### src/rtl/tone_pkg.sv
// Shared constants and types for the tone frame generator.
// Cosine table is Q1.14 over one 8-point period.
package tone_pkg;

  localparam int LUT_FRAC  = 14;
  localparam int FRAME_LEN = 8;

  localparam logic signed [15:0] COS_Q14 [0:7] = '{
    16'sd16384,
    16'sd11585,
    16'sd0,
    -16'sd11585,
    -16'sd16384,
    -16'sd11585,
    16'sd0,
    16'sd11585
  };

  typedef enum logic [1:0] {
    IDLE,
    RUN,
    DONE
  } tone_state_t;

endpackage

### src/rtl/tone_frame_generator_if.sv
// Sample stream handshake between the generator and the DFT path.
// The generator is the master; the consumer drives sample_ready.
interface tone_frame_generator_if #(
  parameter int SAMPLE_W = 18
);

  logic signed [SAMPLE_W-1:0] sample;
  logic                       sample_valid;
  logic                       sample_ready;
  logic                       sample_last;

  modport master (
    output sample,
    output sample_valid,
    output sample_last,
    input  sample_ready
  );

  modport slave (
    input  sample,
    input  sample_valid,
    input  sample_last,
    output sample_ready
  );

endinterface

### src/rtl/tone_cos_lut.sv
// Combinational Q1.14 cosine lookup for an 8-point phase.
// Phase 0..7 maps to cos(2*pi*phase/8).
module tone_cos_lut
  import tone_pkg::*;
(
  input  logic [2:0]         phase,
  output logic signed [15:0] cos_val
);

  assign cos_val = COS_Q14[phase];

endmodule

### src/rtl/tone_frame_generator.sv
// Bursts of 8-sample scaled-cosine frames plus DC offset,
// one sample per valid/ready handshake.
module tone_frame_generator
  import tone_pkg::*;
#(
  parameter int SAMPLE_W    = 18,
  parameter int FRAME_CNT_W = 8
) (
  input  logic                   clk,
  input  logic                   rst,
  input  logic                   start,
  input  logic                   abort,
  input  logic [2:0]             bin_idx,
  input  logic signed [15:0]     amplitude,
  input  logic signed [15:0]     dc_offset,
  input  logic [FRAME_CNT_W-1:0] num_frames,
  tone_frame_generator_if.master sif,
  output logic                   busy,
  output logic                   done
);

  tone_state_t state, state_nxt;

  logic [2:0]             bin_q;
  logic [2:0]             phase;
  logic [2:0]             n;
  logic [2:0]             phase_nxt;
  logic [2:0]             phase_sel;
  logic signed [15:0]     amp_q;
  logic signed [15:0]     dc_q;
  logic signed [15:0]     amp_sel;
  logic signed [15:0]     dc_sel;
  logic signed [15:0]     cos_val;
  logic [FRAME_CNT_W-1:0] nf_q;
  logic [FRAME_CNT_W-1:0] frame;
  logic signed [31:0]     prod;
  logic signed [31:0]     scaled;
  logic signed [SAMPLE_W-1:0] calc;
  logic                   hs;
  logic                   last_frame;
  logic                   final_hs;
  logic                   go;

  assign hs = sif.sample_valid && sif.sample_ready;
  assign go = (state == IDLE) && start && !abort;

  assign last_frame = (nf_q != '0) &&
                      (frame + FRAME_CNT_W'(1) == nf_q);
  assign final_hs = hs && (n == 3'd7) && last_frame;

  // Phase returns to 0 at each frame boundary.
  assign phase_nxt = (n == 3'd7) ? 3'd0 : phase + bin_q;

  // In IDLE the first sample is built straight from the inputs.
  assign phase_sel = (state == IDLE) ? 3'd0 : phase_nxt;
  assign amp_sel   = (state == IDLE) ? amplitude : amp_q;
  assign dc_sel    = (state == IDLE) ? dc_offset : dc_q;

  tone_cos_lut u_lut (
    .phase   (phase_sel),
    .cos_val (cos_val)
  );

  assign prod   = 32'(amp_sel) * 32'(cos_val);
  assign scaled = prod >>> LUT_FRAC;
  assign calc   = SAMPLE_W'(scaled) + SAMPLE_W'(dc_sel);

  assign busy = (state == RUN);
  assign done = (state == DONE);

  always_ff @(posedge clk) begin
    if (rst) state <= IDLE;
    else     state <= state_nxt;
  end

  always_comb begin
    state_nxt = state;
    case (state)
      IDLE:    if (start) state_nxt = RUN;
      RUN:     if (final_hs) state_nxt = DONE;
      DONE:    state_nxt = IDLE;
      default: state_nxt = IDLE;
    endcase
    if (abort) state_nxt = IDLE;
  end

  always_ff @(posedge clk) begin
    if (rst) begin
      sif.sample       <= '0;
      sif.sample_valid <= 1'b0;
      sif.sample_last  <= 1'b0;
      bin_q            <= '0;
      amp_q            <= '0;
      dc_q             <= '0;
      nf_q             <= '0;
      phase            <= '0;
      n                <= '0;
      frame            <= '0;
    end else if (abort) begin
      sif.sample_valid <= 1'b0;
      sif.sample_last  <= 1'b0;
    end else if (go) begin
      bin_q            <= bin_idx;
      amp_q            <= amplitude;
      dc_q             <= dc_offset;
      nf_q             <= num_frames;
      phase            <= '0;
      n                <= '0;
      frame            <= '0;
      sif.sample       <= calc;
      sif.sample_valid <= 1'b1;
      sif.sample_last  <= 1'b0;
    end else if (state == RUN && hs) begin
      if (n == 3'd7) frame <= frame + FRAME_CNT_W'(1);
      if (final_hs) begin
        sif.sample_valid <= 1'b0;
        sif.sample_last  <= 1'b0;
      end else begin
        phase            <= phase_nxt;
        n                <= n + 3'd1;
        sif.sample       <= calc;
        sif.sample_valid <= 1'b1;
        sif.sample_last  <= (n == 3'd6);
      end
    end
  end

endmodule

### src/flat_wrapper.sv
// flat-port wrapper written by rule: the top's interface ports become plain ports
module tone_frame_generator_flat import tone_pkg::*;
#(
  parameter int SAMPLE_W    = 18,
  parameter int FRAME_CNT_W = 8
)
  (clk, rst, start, abort, bin_idx, amplitude, dc_offset, num_frames, busy, done, sif_sample, sif_sample_valid, sif_sample_last, sif_sample_ready);
  tone_frame_generator_if #(.SAMPLE_W(SAMPLE_W)) sif_i ();
  input  logic clk;
  input  logic rst;
  input  logic start;
  input  logic abort;
  input  logic [2:0] bin_idx;
  input  logic signed [15:0] amplitude;
  input  logic signed [15:0] dc_offset;
  input  logic [FRAME_CNT_W-1:0] num_frames;
  output logic busy;
  output logic done;
  output wire logic [$bits(sif_i.sample)-1:0] sif_sample;
  output wire logic [$bits(sif_i.sample_valid)-1:0] sif_sample_valid;
  output wire logic [$bits(sif_i.sample_last)-1:0] sif_sample_last;
  input wire logic [$bits(sif_i.sample_ready)-1:0] sif_sample_ready;
  assign sif_sample = sif_i.sample;
  assign sif_sample_valid = sif_i.sample_valid;
  assign sif_sample_last = sif_i.sample_last;
  assign sif_i.sample_ready = sif_sample_ready;
  tone_frame_generator #(.SAMPLE_W(SAMPLE_W), .FRAME_CNT_W(FRAME_CNT_W)) u_core (.clk(clk), .rst(rst), .start(start), .abort(abort), .bin_idx(bin_idx), .amplitude(amplitude), .dc_offset(dc_offset), .num_frames(num_frames), .sif(sif_i), .busy(busy), .done(done));
endmodule
### config.mk
export PLATFORM = sky130hd
export DESIGN_NAME = tone_frame_generator_flat
export DESIGN_NICKNAME = d
export VERILOG_FILES = /design/src/rtl/tone_pkg.sv /design/src/rtl/tone_frame_generator_if.sv /design/src/rtl/tone_cos_lut.sv /design/src/rtl/tone_frame_generator.sv /design/src/flat_wrapper.sv
export SDC_FILE = /design/constraint.sdc
export NUM_CORES = 1
export LEC_CHECK = 0
export BUFFER_PORTS_ARGS = -buffer_cell sky130_fd_sc_hd__buf_4
export CAP_MARGIN = 5
export CORE_ASPECT_RATIO = 0.75
export CORE_MARGIN = 1
export CORE_UTILIZATION = 43
export CTS_BUF_LIST = sky130_fd_sc_hd__clkbuf_4 sky130_fd_sc_hd__clkbuf_8 sky130_fd_sc_hd__clkbuf_16
export CTS_CLUSTER_DIAMETER = 30
export DETAILED_ROUTE_END_ITERATION = 10
export PLACE_DENSITY = 0.6
export SKIP_LAST_GASP = 1
export SLEW_MARGIN = 10
export SYNTH_ARGS = -nofsm -noshare
export SYNTH_HDL_FRONTEND = slang
export SYNTH_SLANG_ARGS = --single-unit
export TNS_END_PERCENT = 30
### constraint.sdc
create_clock -name clk -period 13.9 [get_ports clk]
set_input_delay 0 -clock clk [delete_from_list [all_inputs] [get_ports clk]]
set_output_delay 0 -clock clk [all_outputs]
set_load 0.005 [all_outputs]
After elaboration in Yosys (flattened, before gate mapping):

Memories as Yosys holds them, arrays and structs flattened.
Index checks and enable logic that the tools add are counted.

* output and inout bits: 22
* latch bits: 0
* memories kept: 1
* ROM bits: 128
* bits of input ports: 48
* bits in writable memories: 0
* register bits: 79
* word-level logic and storage cells: 71

* reductions and logical operators: 18
* add/subtract/negate cells: 4
* divide/modulo/power cells: 0
* magnitude comparators: 1
* multipliers: 1
* bitwise operators: 2
* equal/unequal tests: 8
* muxes and demuxes: 25
* shift operators: 0

Memory list
* (no name shown): depth 8, bits a word 16, read ports 1, clocked after memory_dff 0, write ports 0, line tone_cos_lut.sv:10 `assign cos_val = COS_Q14[phase];`

Operator list (number)
* 2-to-1 mux 16 bit: 4
* 2-to-1 mux 18 bit: 3
* multiplier 16 x 16 -> 32 bit: 1
* 2-to-1 mux 3 bit: 8
* 2-to-1 mux 8 bit: 3
* adder 18 x 16 -> 18 bit: 1
* adder 8 x 1 -> 8 bit (second input constant): 1
* == test 8 bit: 1
* nonzero test 8 bit: 1
* logical AND 1 bit: 7
* == test 3 bit (second input constant): 2
* AND reduction 3 bit: 2
* greater-or-equal comparator 4 bit (second input constant): 1
* 2-to-1 mux 1 bit: 4
* 2-to-1 mux 2 bit: 2
* != test 2 bit (second input constant): 2
* inverter 3 -> 4 bit: 1
* case mux 2 bit (2 select lines): 1
* AND reduction 2 bit: 2
* nonzero test 2 bit: 2
* adder 3 x 1 -> 3 bit (second input constant): 1
* adder 3 bit: 1
* OR reduction 3 bit: 1
* == test 2 x 1 -> 1 bit (second input constant): 1
* other kinds (6): 6

Longest topological paths before layout:

Gate-level depths: netlist of run 1.

* depth after elaboration: 12
* gate-level depth with buffers: 43
* mapped depth without buffers: 40

Modules after synthesis:

A second synthesis of run 1 with hierarchy kept.

* cells, all modules: 1581
* area, all modules: 13857.0 µm²

Modules (own cells, without submodules)
* tone_frame_generator: times used 1, area each 13695.6 µm², sequential area each 1581.5 µm², cells each 1561
* tone_cos_lut: times used 1, area each 161.4 µm², sequential area each 0.0 µm², cells each 20

Worst setup path after synthesis of run 1:

No wires, ideal clock.

* path type: reg2reg
* start point: register u_core.n[0]
* end point: register u_core.sif.sample[16]
* buffers on the path: 3
* period minus slack after synthesis: 9773 ps
* cell stages (with the launch flop): 37
* data required time: 13836 ps
* path slack: 4127 ps
* arrival time: 9710 ps
* setup time: 64 ps
* cells stage by stage: dfxtp_1 -> ha_1 -> ha_1 -> clkbuf_1 -> nor2b_1 -> nand2_1 -> clkbuf_1 -> inv_1 -> ha_1 -> o31ai_4 -> nand2_1 -> clkbuf_1 -> nand2_1 -> fa_1 -> fa_1 -> fa_1 -> fa_1 -> inv_1 -> fa_1 -> fa_1 -> ha_1 -> nand2_1 -> or3_1 -> a2111oi_1 -> o31ai_1 -> a21boi_0 -> nor2_1 -> o21ai_0 -> xor2_1 -> ha_1 -> or4_1 -> a21oi_1 -> o21ai_1 -> a2111o_1 -> and3_1 -> or4_1 -> nand4_1

* word-level cells in the longest chain between the ends: 12
* elaborated cells on any way between the ends: 16
* those cells by class: add/sub: 1; mul: 1; eq/ne: 2; mux: 7; bitwise: 1; reduce/logical: 3; memory: 1

Ends and longest elaborated chain
* start: declaration: line tone_frame_generator.sv:26 `logic [2:0] n;`
* start signal: assignment: line tone_frame_generator.sv:120 `n <= n + 3'd1;`
* == test 3 bit (*): line tone_frame_generator.sv:49, tone_frame_generator.sv:52
* 2-to-1 mux 3 bit: line tone_frame_generator.sv:52 `assign phase_nxt = (n == 3'd7) ? 3'd0 : phase + bin_q;`
* 2-to-1 mux 3 bit: line tone_frame_generator.sv:55 `assign phase_sel = (state == IDLE) ? 3'd0 : phase_nxt;`
* inverter 3 -> 4 bit (not written as such): line tone_cos_lut.sv:10
* memory read (8 x 16 bit)
* 2-to-1 mux 16 bit (not written as such) (2 in series): line tone_cos_lut.sv:10
* multiplier 16 x 16 -> 32 bit: line tone_frame_generator.sv:64 `assign prod = 32'(amp_sel) * 32'(cos_val);`
* adder 18 x 16 -> 18 bit: line tone_frame_generator.sv:66 `assign calc = SAMPLE_W'(scaled) + SAMPLE_W'(dc_sel);`
* 2-to-1 mux 18 bit: line tone_frame_generator.sv:115 `if (final_hs) begin`
* 2-to-1 mux 18 bit: line tone_frame_generator.sv:113 `end else if (state == RUN && hs) begin`
* 2-to-1 mux 18 bit: line tone_frame_generator.sv:102 `end else if (go) begin`
* end signal: assignment: line tone_frame_generator.sv:110 `sif.sample <= calc;`
* end signal: assignment: line tone_frame_generator.sv:121 `sif.sample <= calc;`
* end: declaration: line tone_frame_generator_if.sv:13 `output sample,`

Every way passes the cells marked *; elsewhere a longest branch is shown, timed or not. The select of a mux whose other input is x is not followed.
A chain may end at the register's enable or synchronous reset.

Final worst setup path of run 1:

Same ends and word-level chain as after synthesis.

==> summary.txt, run 1 <==
Global routing
  • Pin count of the biggest net entering global routing: 84
  • Antenna violations before repair: 1
  • Global-route wire length before repair: between 50 and 60 mm
  • Vias in the first global route: 9986
  • Global-route congestion overflow total: 0
  • All-layer global routing usage: 22.7%

Floorplanning
  • Count of pins on the block boundary: 70
  • Area inside the core boundary: 29300 um^2
  • Y dimension of the die: 152 um
  • Core Rows: 54
  • Die Outline Area: 30700 um^2
  • Initial core utilization: between 40% and 50%
  • Die outline width: 202 um

Clock network
  • Count of clock tree sinks: 79
  • Buffer count from post-CTS setup fixing: 0
  • Max H-tree Level: 3
  • Number of resized instances in the post-cts repair step: 0
  • Clock tree from TritonCTS: done
  • Max Root-Sink Buffers: 2
  • Clock slew at the register clock pins of the worst setup and hold paths: approximately 0.06 ns
  • Clock buffers created by TritonCTS: 9
  • Root Buffer Master: sky130_fd_sc_hd__clkbuf_16
  • Later-pin clock latency in the skew report: 0.36 ns

Pwr
  • Static leakage power: 7.34 nW
  • VDD IR-drop max: 0.0000466 V
  • Power per cell area: 53.0 nW/um^2

Setup path
  • Startpoint-to-endpoint class of the critical path: flip-flop to flip-flop
  • Cell at the slowest stage of the critical path: sky130_fd_sc_hd__a2111oi_1
  • Reg-to-reg setup timing slack: 2.42 ns
  • Type of element capturing the critical path: flip-flop
  • Crit-path most repeated cell: sky130_fd_sc_hd__fa_1
  • Worst Path Max Fanout: 16
  • Worst path arrival time: about 12 ns
  • Required time at the worst-slack endpoint: 14.19 ns
  • Crit path buffers/inverters: 2
  • CP top delay family: adder cells
  • Worst path max stage delay: 0.87 ns
  • Kind of launch point of the worst setup path: flip-flop

Finish
  • Most common cell after layout, fill and taps aside: sky130_fd_sc_hd__inv_1
  • Signed area change from the synthesized netlist to the final layout: 13.1%
  • Net total in the final layout: 1896
  • Highest-count cells in the layout ignoring fill and taps: 286 x sky130_fd_sc_hd__inv_1, 247 x sky130_fd_sc_hd__fa_1, 149 x sky130_fd_sc_hd__nand2_1, 109 x sky130_fd_sc_hd__nor2_1, 103 x sky130_fd_sc_hd__ha_1
  • Layout cells sized above 1: 9.38%
  • Diode count: 0

Timing
  • Worst-case setup margin in the final layout: 2.42 ns
  • Total negative slack for setup checks: 0 ns
  • Final critical-path required period: 11.48 ns
  • Remaining max-slew budget at the tightest pin: 32.8%
  • Final cycle utilization of the critical path: 82.6%
  • Setup clock skew after layout: 0.00955 ns
  • Fmax: between 0.08 and 0.09 GHz
  • Setup repair after global routing missed its margin: no
  • Transition time at the pin with the least slew margin: 0.998 ns
  • Number of hold-slack violations in the final timing report: 0
  • Number of pins exceeding their max-slew limit in the final report: 0
  • Endpoints failing setup: 0

Run status
  • Run status: finished, final reports clean

Synth
  • Netlist area before placement: 12900 um^2
  • Synth warnings: 0
  • Most used flip-flop cell after synthesis: sky130_fd_sc_hd__dfxtp_1
  • Share of synthesized registers carrying an async set or reset: 0%
  • Post-Synthesis Mean Instance Area: 9.19 um^2
  • Cell count after synthesis: 1404
  • Sequential share of the synthesized area: roughly 12%
  • Synth Net Count: 1802
  • Number of flops mapped to enable cells by yosys: 0
  • Synth Register Bits: 79
  • Number of unique standard cell types used by synthesis: 61

Min path
  • Class of the worst hold path: input pin to flip-flop

Detailed routing
  • Total routed wirelength: between 30 and 40 mm
  • Residual DRC count: 0
  • Router iterations before antenna repair: 5
  • Post-DR wirelength/cell: ~17 um
  • Routed Antenna Nets: 0
  • Total number of vias: about 9600
  • Number of vias per cell: around 5.1
  • Initial detailed-routing violation count: 530

Placed design
  • IO Port Bufs: 69
  • Weighted congestion at the end of routability-driven global placement: between 0.9 and 1
  • Half-perimeter wire length after placement: 27.5 mm
  • Pre-CTS WS: 2.60 ns

Job
  • Maximum capacitance violations: 0
-- area by class of cell --
type,count,area [um^2]
clock inverters,5,66.3
well taps,392,490
repair buffers,119,1000
flip-flops and latches,79,1580
inverters,286,1070
multi-input cells,1003,10100
fillers,2797,14700
clock buffers,11,246
-- per-stage QoR --
| stage | std cells | area (um^2) | util [%] | hold WS (ns) | total power, mW |
|---|---|---|---|---|---|
| global placement | 1835 | 13800 | 47.3 | 0.251 | 0.504 |
| global route | 1895 | 14600 | 49.9 | 0.0268 | 0.821 |
| finish | 1895 | 14600 | 49.9 | 0.0324 | 0.773 |
| CTS | 1895 | 14600 | 49.9 | 0.0224 | 0.781 |
| floorplan | 1404 | 12900 | - | 0.0785 | 0.426 |
| detailed placement | 1835 | 13800 | 47.3 | 0.260 | 0.506 |
-- repair_timing --
| item | CTS | global route |
|---|---|---|
| hold buffers | 44 | 0 |
| endpoints found under the setup margin | 0 | 0 |
| endpoints found under the hold margin | 44 | 0 |
-- power by group --
group / switching (mW) / internal (mW)
sequential: 0.00644 / 0.236
combinational: 0.152 / 0.120
clock: 0.110 / 0.148
-- worst reg2reg max path: cells and delay by family (launching register included) --
kind,cells,cell delay [ns]
DFF,1,0.33
adders and majority gates,11,4.39
xor gates and xnor gates,1,0.10
buffers and inverters,2,0.28
AOI/OAI and AO/OA,7,2.55
and+or+nand+nor,12,3.79
-- logic make-up after synthesis --
family                   share of synthesized area, %
buffers and inverters                            9.38
AND/OR/NAND/NOR                                  12.5
multiplexers                                     4.55
flip-flops                                       12.3
adder cells (fa/ha/maj)                          48.3
XOR/XNOR                                         4.01
AO/OA/AOI/OAI                                    8.94
-- flip-flops by register name, summed over array words and instances, names as in the netlist --
| register | flops |
|---|---|
| u_core.amp_q | 16 |
| u_core.nf_q | 8 |
| u_core.sif.sample_valid | 1 |
| u_core.sif.sample | 18 |
| u_core.frame | 8 |
| u_core.dc_q | 16 |
| u_core.state | 2 |
| u_core.sif.sample_last | 1 |
| u_core.n | 3 |
| u_core.bin_q | 3 |
| u_core.phase | 3 |
-- synthesized netlist by cell type (14+ instances only) --
library cell,count,area share (%)
sky130_fd_sc_hd__nor2_1,110,3.2
sky130_fd_sc_hd__dfxtp_1,79,12
sky130_fd_sc_hd__inv_1,286,8.3
sky130_fd_sc_hd__xnor2_1,33,2.2
sky130_fd_sc_hd__ha_1,103,10
sky130_fd_sc_hd__nand2_1,149,4.3
sky130_fd_sc_hd__mux2_2,29,2.5
sky130_fd_sc_hd__nand3_1,14,0.54
sky130_fd_sc_hd__a21oi_1,87,3.4
sky130_fd_sc_hd__fa_1,247,38
sky130_fd_sc_hd__mux2i_1,26,2.0
sky130_fd_sc_hd__o21ai_0,21,0.81
sky130_fd_sc_hd__clkbuf_1,30,0.87
-- path summary, 6_finish.rpt --
path         depth (start not counted)            from                endpoint
max                                 33     u_core.n[0]   u_core.sif.sample[16]
min                                  3           start  u_core.sif.sample_last
max reg2reg                         33     u_core.n[0]   u_core.sif.sample[16]
min reg2reg                          2  u_core.dc_q[2]          u_core.dc_q[2]
-- layer usage --
metal  vias up  GRT usage (%)  wire length, um
met3        31           4.38             1860
met2       214           34.0            14500
met5         -              0                0
li1       4613              -                -
met4         0           4.26              453
met1      4788           33.9            15800
No activity file was read; power rests on OpenSTA's default activity.
==> run 2, diff against run 1 <==
--- a/config.mk
+++ b/config.mk
@@ -5,6 +5,7 @@
 export SDC_FILE = /design/constraint.sdc
 export NUM_CORES = 1
 export LEC_CHECK = 0
+export ABC_AREA = 1
 export BUFFER_PORTS_ARGS = -buffer_cell sky130_fd_sc_hd__buf_4
 export CAP_MARGIN = 5
 export CORE_ASPECT_RATIO = 0.75
@@ -13,7 +14,7 @@
 export CTS_BUF_LIST = sky130_fd_sc_hd__clkbuf_4 sky130_fd_sc_hd__clkbuf_8 sky130_fd_sc_hd__clkbuf_16
 export CTS_CLUSTER_DIAMETER = 30
 export DETAILED_ROUTE_END_ITERATION = 10
-export PLACE_DENSITY = 0.6
+export PLACE_DENSITY = 0.59
 export SKIP_LAST_GASP = 1
 export SLEW_MARGIN = 10
 export SYNTH_ARGS = -nofsm -noshare
==> constraint.sdc (replaced) <==
create_clock -name clk -period 10.9 [get_ports clk]
set_input_delay 0 -clock clk [delete_from_list [all_inputs] [get_ports clk]]
set_output_delay 0 -clock clk [all_outputs]
set_load 0.005 [all_outputs]
==> run 2 against run 1 <==
Sequential power is 30% higher. Combinational power grew to 3.6 times the previous value. Critical path depth is 11 higher.
==> summary.txt, run 2 <==
Timing
  • Fmax: 0.0999 GHz
  • Number of hold-slack violations in the final timing report: 0
  • Number of pins exceeding their max-slew limit in the final report: 0
  • Endpoints failing setup: 0
  • Final critical-path required period: 10.01 ns
  • Total negative slack for setup checks: 0 ns
  • Remaining max-slew budget at the tightest pin: roughly 36%
  • Setup clock skew after layout: 0.00510 ns
  • Transition time at the pin with the least slew margin: 0.958 ns
  • Setup repair after global routing missed its margin: no
  • Min Hold Slack: ~0.056 ns
  • Final cycle utilization of the critical path: 91.9%

Placed design
  • Weighted congestion at the end of routability-driven global placement: 0.941
  • Area after detailed placement: around 14000 um^2
  • Half-perimeter wire length after placement: 29.5 mm
  • IO Port Bufs: 69

Setup path
  • Crit path buffers/inverters: 8
  • Worst Path Max Fanout: 18
  • Startpoint-to-endpoint class of the critical path: flip-flop to flip-flop
  • Worst path arrival time: 10.26 ns
  • Crit-path most repeated cell: sky130_fd_sc_hd__nand2_1
  • Kind of launch point of the worst setup path: flip-flop
  • Cell at the slowest stage of the critical path: sky130_fd_sc_hd__nor2_1
  • CP top delay family: adder cells
  • Worst path max stage delay: between 0.6 and 0.7 ns
  • Required time at the worst-slack endpoint: 11.15 ns
  • Type of element capturing the critical path: flip-flop

Detailed routing
  • Total routed wirelength: 34.1 mm
  • Residual DRC count: 0
  • Uppermost metal layer occupied by signal nets: met4
  • Routed Antenna Nets: 0
  • Total number of vias: 10400
  • Routed metal-1 wire length: 16.8 mm
  • Post-DR wirelength/cell: 16.2 um
  • Number of vias per cell: 4.95
  • Router iterations before antenna repair: 5
  • Met2 routed WL: about 15 mm
  • Initial detailed-routing violation count: 756
  • Met3 WL post-DR: between 2 and 2.5 mm

Floorplanning
  • Area inside the core boundary: 29500 um^2
  • Count of pins on the block boundary: 70
  • Die outline width: 204 um
  • Die Outline Area: 31200 um^2
  • Initial core utilization: 44.4%
  • Core Rows: 54
  • Y dimension of the die: 153 um

Min path
  • Class of the worst hold path: input pin to flip-flop

Pwr
  • Power per cell area: 110 nW/um^2
  • VDD IR-drop max: ~0.000087 V
  • Power Total: 1.64 mW
  • Static leakage power: 7.51 nW

Finish
  • Number of flip-flops in the largest register: 18
  • Biggest regs: u_core.sif.sample (18), u_core.amp_q (16), u_core.dc_q (16)
  • Final Cell Area: 14800 um^2
  • Highest-count cells in the layout ignoring fill and taps: 404 x sky130_fd_sc_hd__inv_1, 247 x sky130_fd_sc_hd__fa_1, 221 x sky130_fd_sc_hd__nand2_1, 137 x sky130_fd_sc_hd__nor2_1
  • Diode count: 0
  • Post-route core utilization: 50.2%
  • Layout cells sized above 1: 7.00%
  • Net total in the final layout: approximately 2100
  • Largest register by flop count: u_core.sif.sample
  • Most common cell after layout, fill and taps aside: sky130_fd_sc_hd__inv_1
  • Signed area change from the synthesized netlist to the final layout: 13.1%

Clock network
  • Clock buffers created by TritonCTS: 9
  • Clock slew at the register clock pins of the worst setup and hold paths: 0.06 ns
  • Clock tree from TritonCTS: done
  • Max Root-Sink Buffers: 2
  • Count of clock tree sinks: 79
  • Root Buffer Master: sky130_fd_sc_hd__clkbuf_16
  • Buffer count from post-CTS setup fixing: 0
  • Max H-tree Level: 3
  • Later-pin clock latency in the skew report: 0.35 ns

Synth
  • Most instantiated cells after synthesis: 404 x sky130_fd_sc_hd__inv_1, 247 x sky130_fd_sc_hd__fa_1, 221 x sky130_fd_sc_hd__nand2_1, 138 x sky130_fd_sc_hd__nor2_1
  • Top-count cell post-synth: sky130_fd_sc_hd__inv_1
  • Number of flops mapped to enable cells by yosys: 0
  • Post-Synthesis Mean Instance Area: 8.14 um^2
  • Area share of the largest cell type after synthesis: between 30% and 40%
  • Top cells by area, synth: sky130_fd_sc_hd__fa_1 38%, sky130_fd_sc_hd__dfxtp_1 12%, sky130_fd_sc_hd__inv_1 12%
  • Most used flip-flop cell after synthesis: sky130_fd_sc_hd__dfxtp_1
  • Number of unique standard cell types used by synthesis: 46
  • Netlist area before placement: 13100 um^2
  • Cell count after synthesis: 1609
  • Sequential share of the synthesized area: about 12%
  • Largest area contributor in the netlist: sky130_fd_sc_hd__fa_1
  • Synth Register Bits: approximately 80
  • Synth warnings: 0
  • Share of synthesized registers carrying an async set or reset: 0%
  • Synth Net Count: 2007

Global routing
  • Antenna violations before repair: 0
  • Global-route wire length before repair: 56.9 mm
  • Vias in the first global route: 10700
  • Pin count of the biggest net entering global routing: just over 90
  • Global-route congestion overflow total: 0
  • All-layer global routing usage: 23.5%

Job
  • Maximum capacitance violations: 0

Run status
  • Run status: finished, final reports clean
[run 2: cell types whose count changed after synthesis, moves of 12 or more]
cell                      before  now
sky130_fd_sc_hd__xor2_1       13   36
sky130_fd_sc_hd__mux2_2       29    0
sky130_fd_sc_hd__nand2_1     149  221
sky130_fd_sc_hd__and3_1       13    1
sky130_fd_sc_hd__nand3_1      14   41
sky130_fd_sc_hd__mux2i_1      26    0
sky130_fd_sc_hd__nor2_1      110  138
sky130_fd_sc_hd__xnor2_1      33   10
sky130_fd_sc_hd__o21ai_0      21   93
sky130_fd_sc_hd__a21oi_1      87  103
sky130_fd_sc_hd__inv_1       286  404
[run 2: worst reg2reg max path: cells and delay by family (launching register included)]
kind	cells	cell delay, ns
AOI/OAI and AO/OA	3	0.58
adders and majority gates	11	4.64
and+or+nand+nor	21	3.51
buffers and inverters	8	0.74
xor gates and xnor gates	1	0.14
DFF	1	0.31
[run 2: timing repair]
action                                 in CTS  in global routing
endpoints found under the hold margin      45                  0
hold buffers                               44                  0
setup endpoints to repair                   0                  1
gates resized for setup                     0                  1
[run 2: per-stage QoR]
stage          worst slack (ns)  instances
4_1_cts                   0.814       2107
5_1_grt                   0.131       2107
2_1_floorplan              2.44       1609
6_report                  0.886       2107
3_5_place_dp              0.837       2047
3_3_place_gp               1.04       2047
[run 2: final timing paths]
kind                     from                    end  slack (ns)  depth (start not counted)
max reg2reg   u_core.phase[0]  u_core.sif.sample[17]        0.89                         44
max           u_core.phase[0]  u_core.sif.sample[17]        0.89                         44
min reg2reg  u_core.amp_q[13]       u_core.amp_q[13]        0.44                          2
min                       rst        u_core.phase[0]        0.06                          2
[run 2: final cells by class]
class	count	area, um^2
inverter	413	1550
sequential	79	1580
clock inverter	7	104
multi-input combinational	1085	9840
clock buffer	9	225
tap	392	490
timing repair buffer	122	1030
fill	2809	14700
[run 2: power by group]
group	internal (mW)	total, mW	switching (mW)
Sequential	0.309	0.317	0.00822
Combinational	0.376	0.981	0.605
Clock	0.203	0.337	0.134
Total	0.889	1.64	0.746
[run 2: cell families after synthesis]
family,Yosys count,share of synthesized area (%)
AO/OA/AOI/OAI,248,10.4
buffers and inverters,445,12.9
XOR/XNOR,46,3.08
adder cells (fa/ha/maj),350,47.6
flip-flops,79,12.1
AND/OR/NAND/NOR,441,14.0
[run 2: per-layer routing]
layer | track usage, % | up-vias
met1 | 35.9 | 5068
met2 | 35.7 | 250
met4 | 3.04 | 0
met5 | 0 | -
met3 | 3.92 | 25
li1 | - | 5091
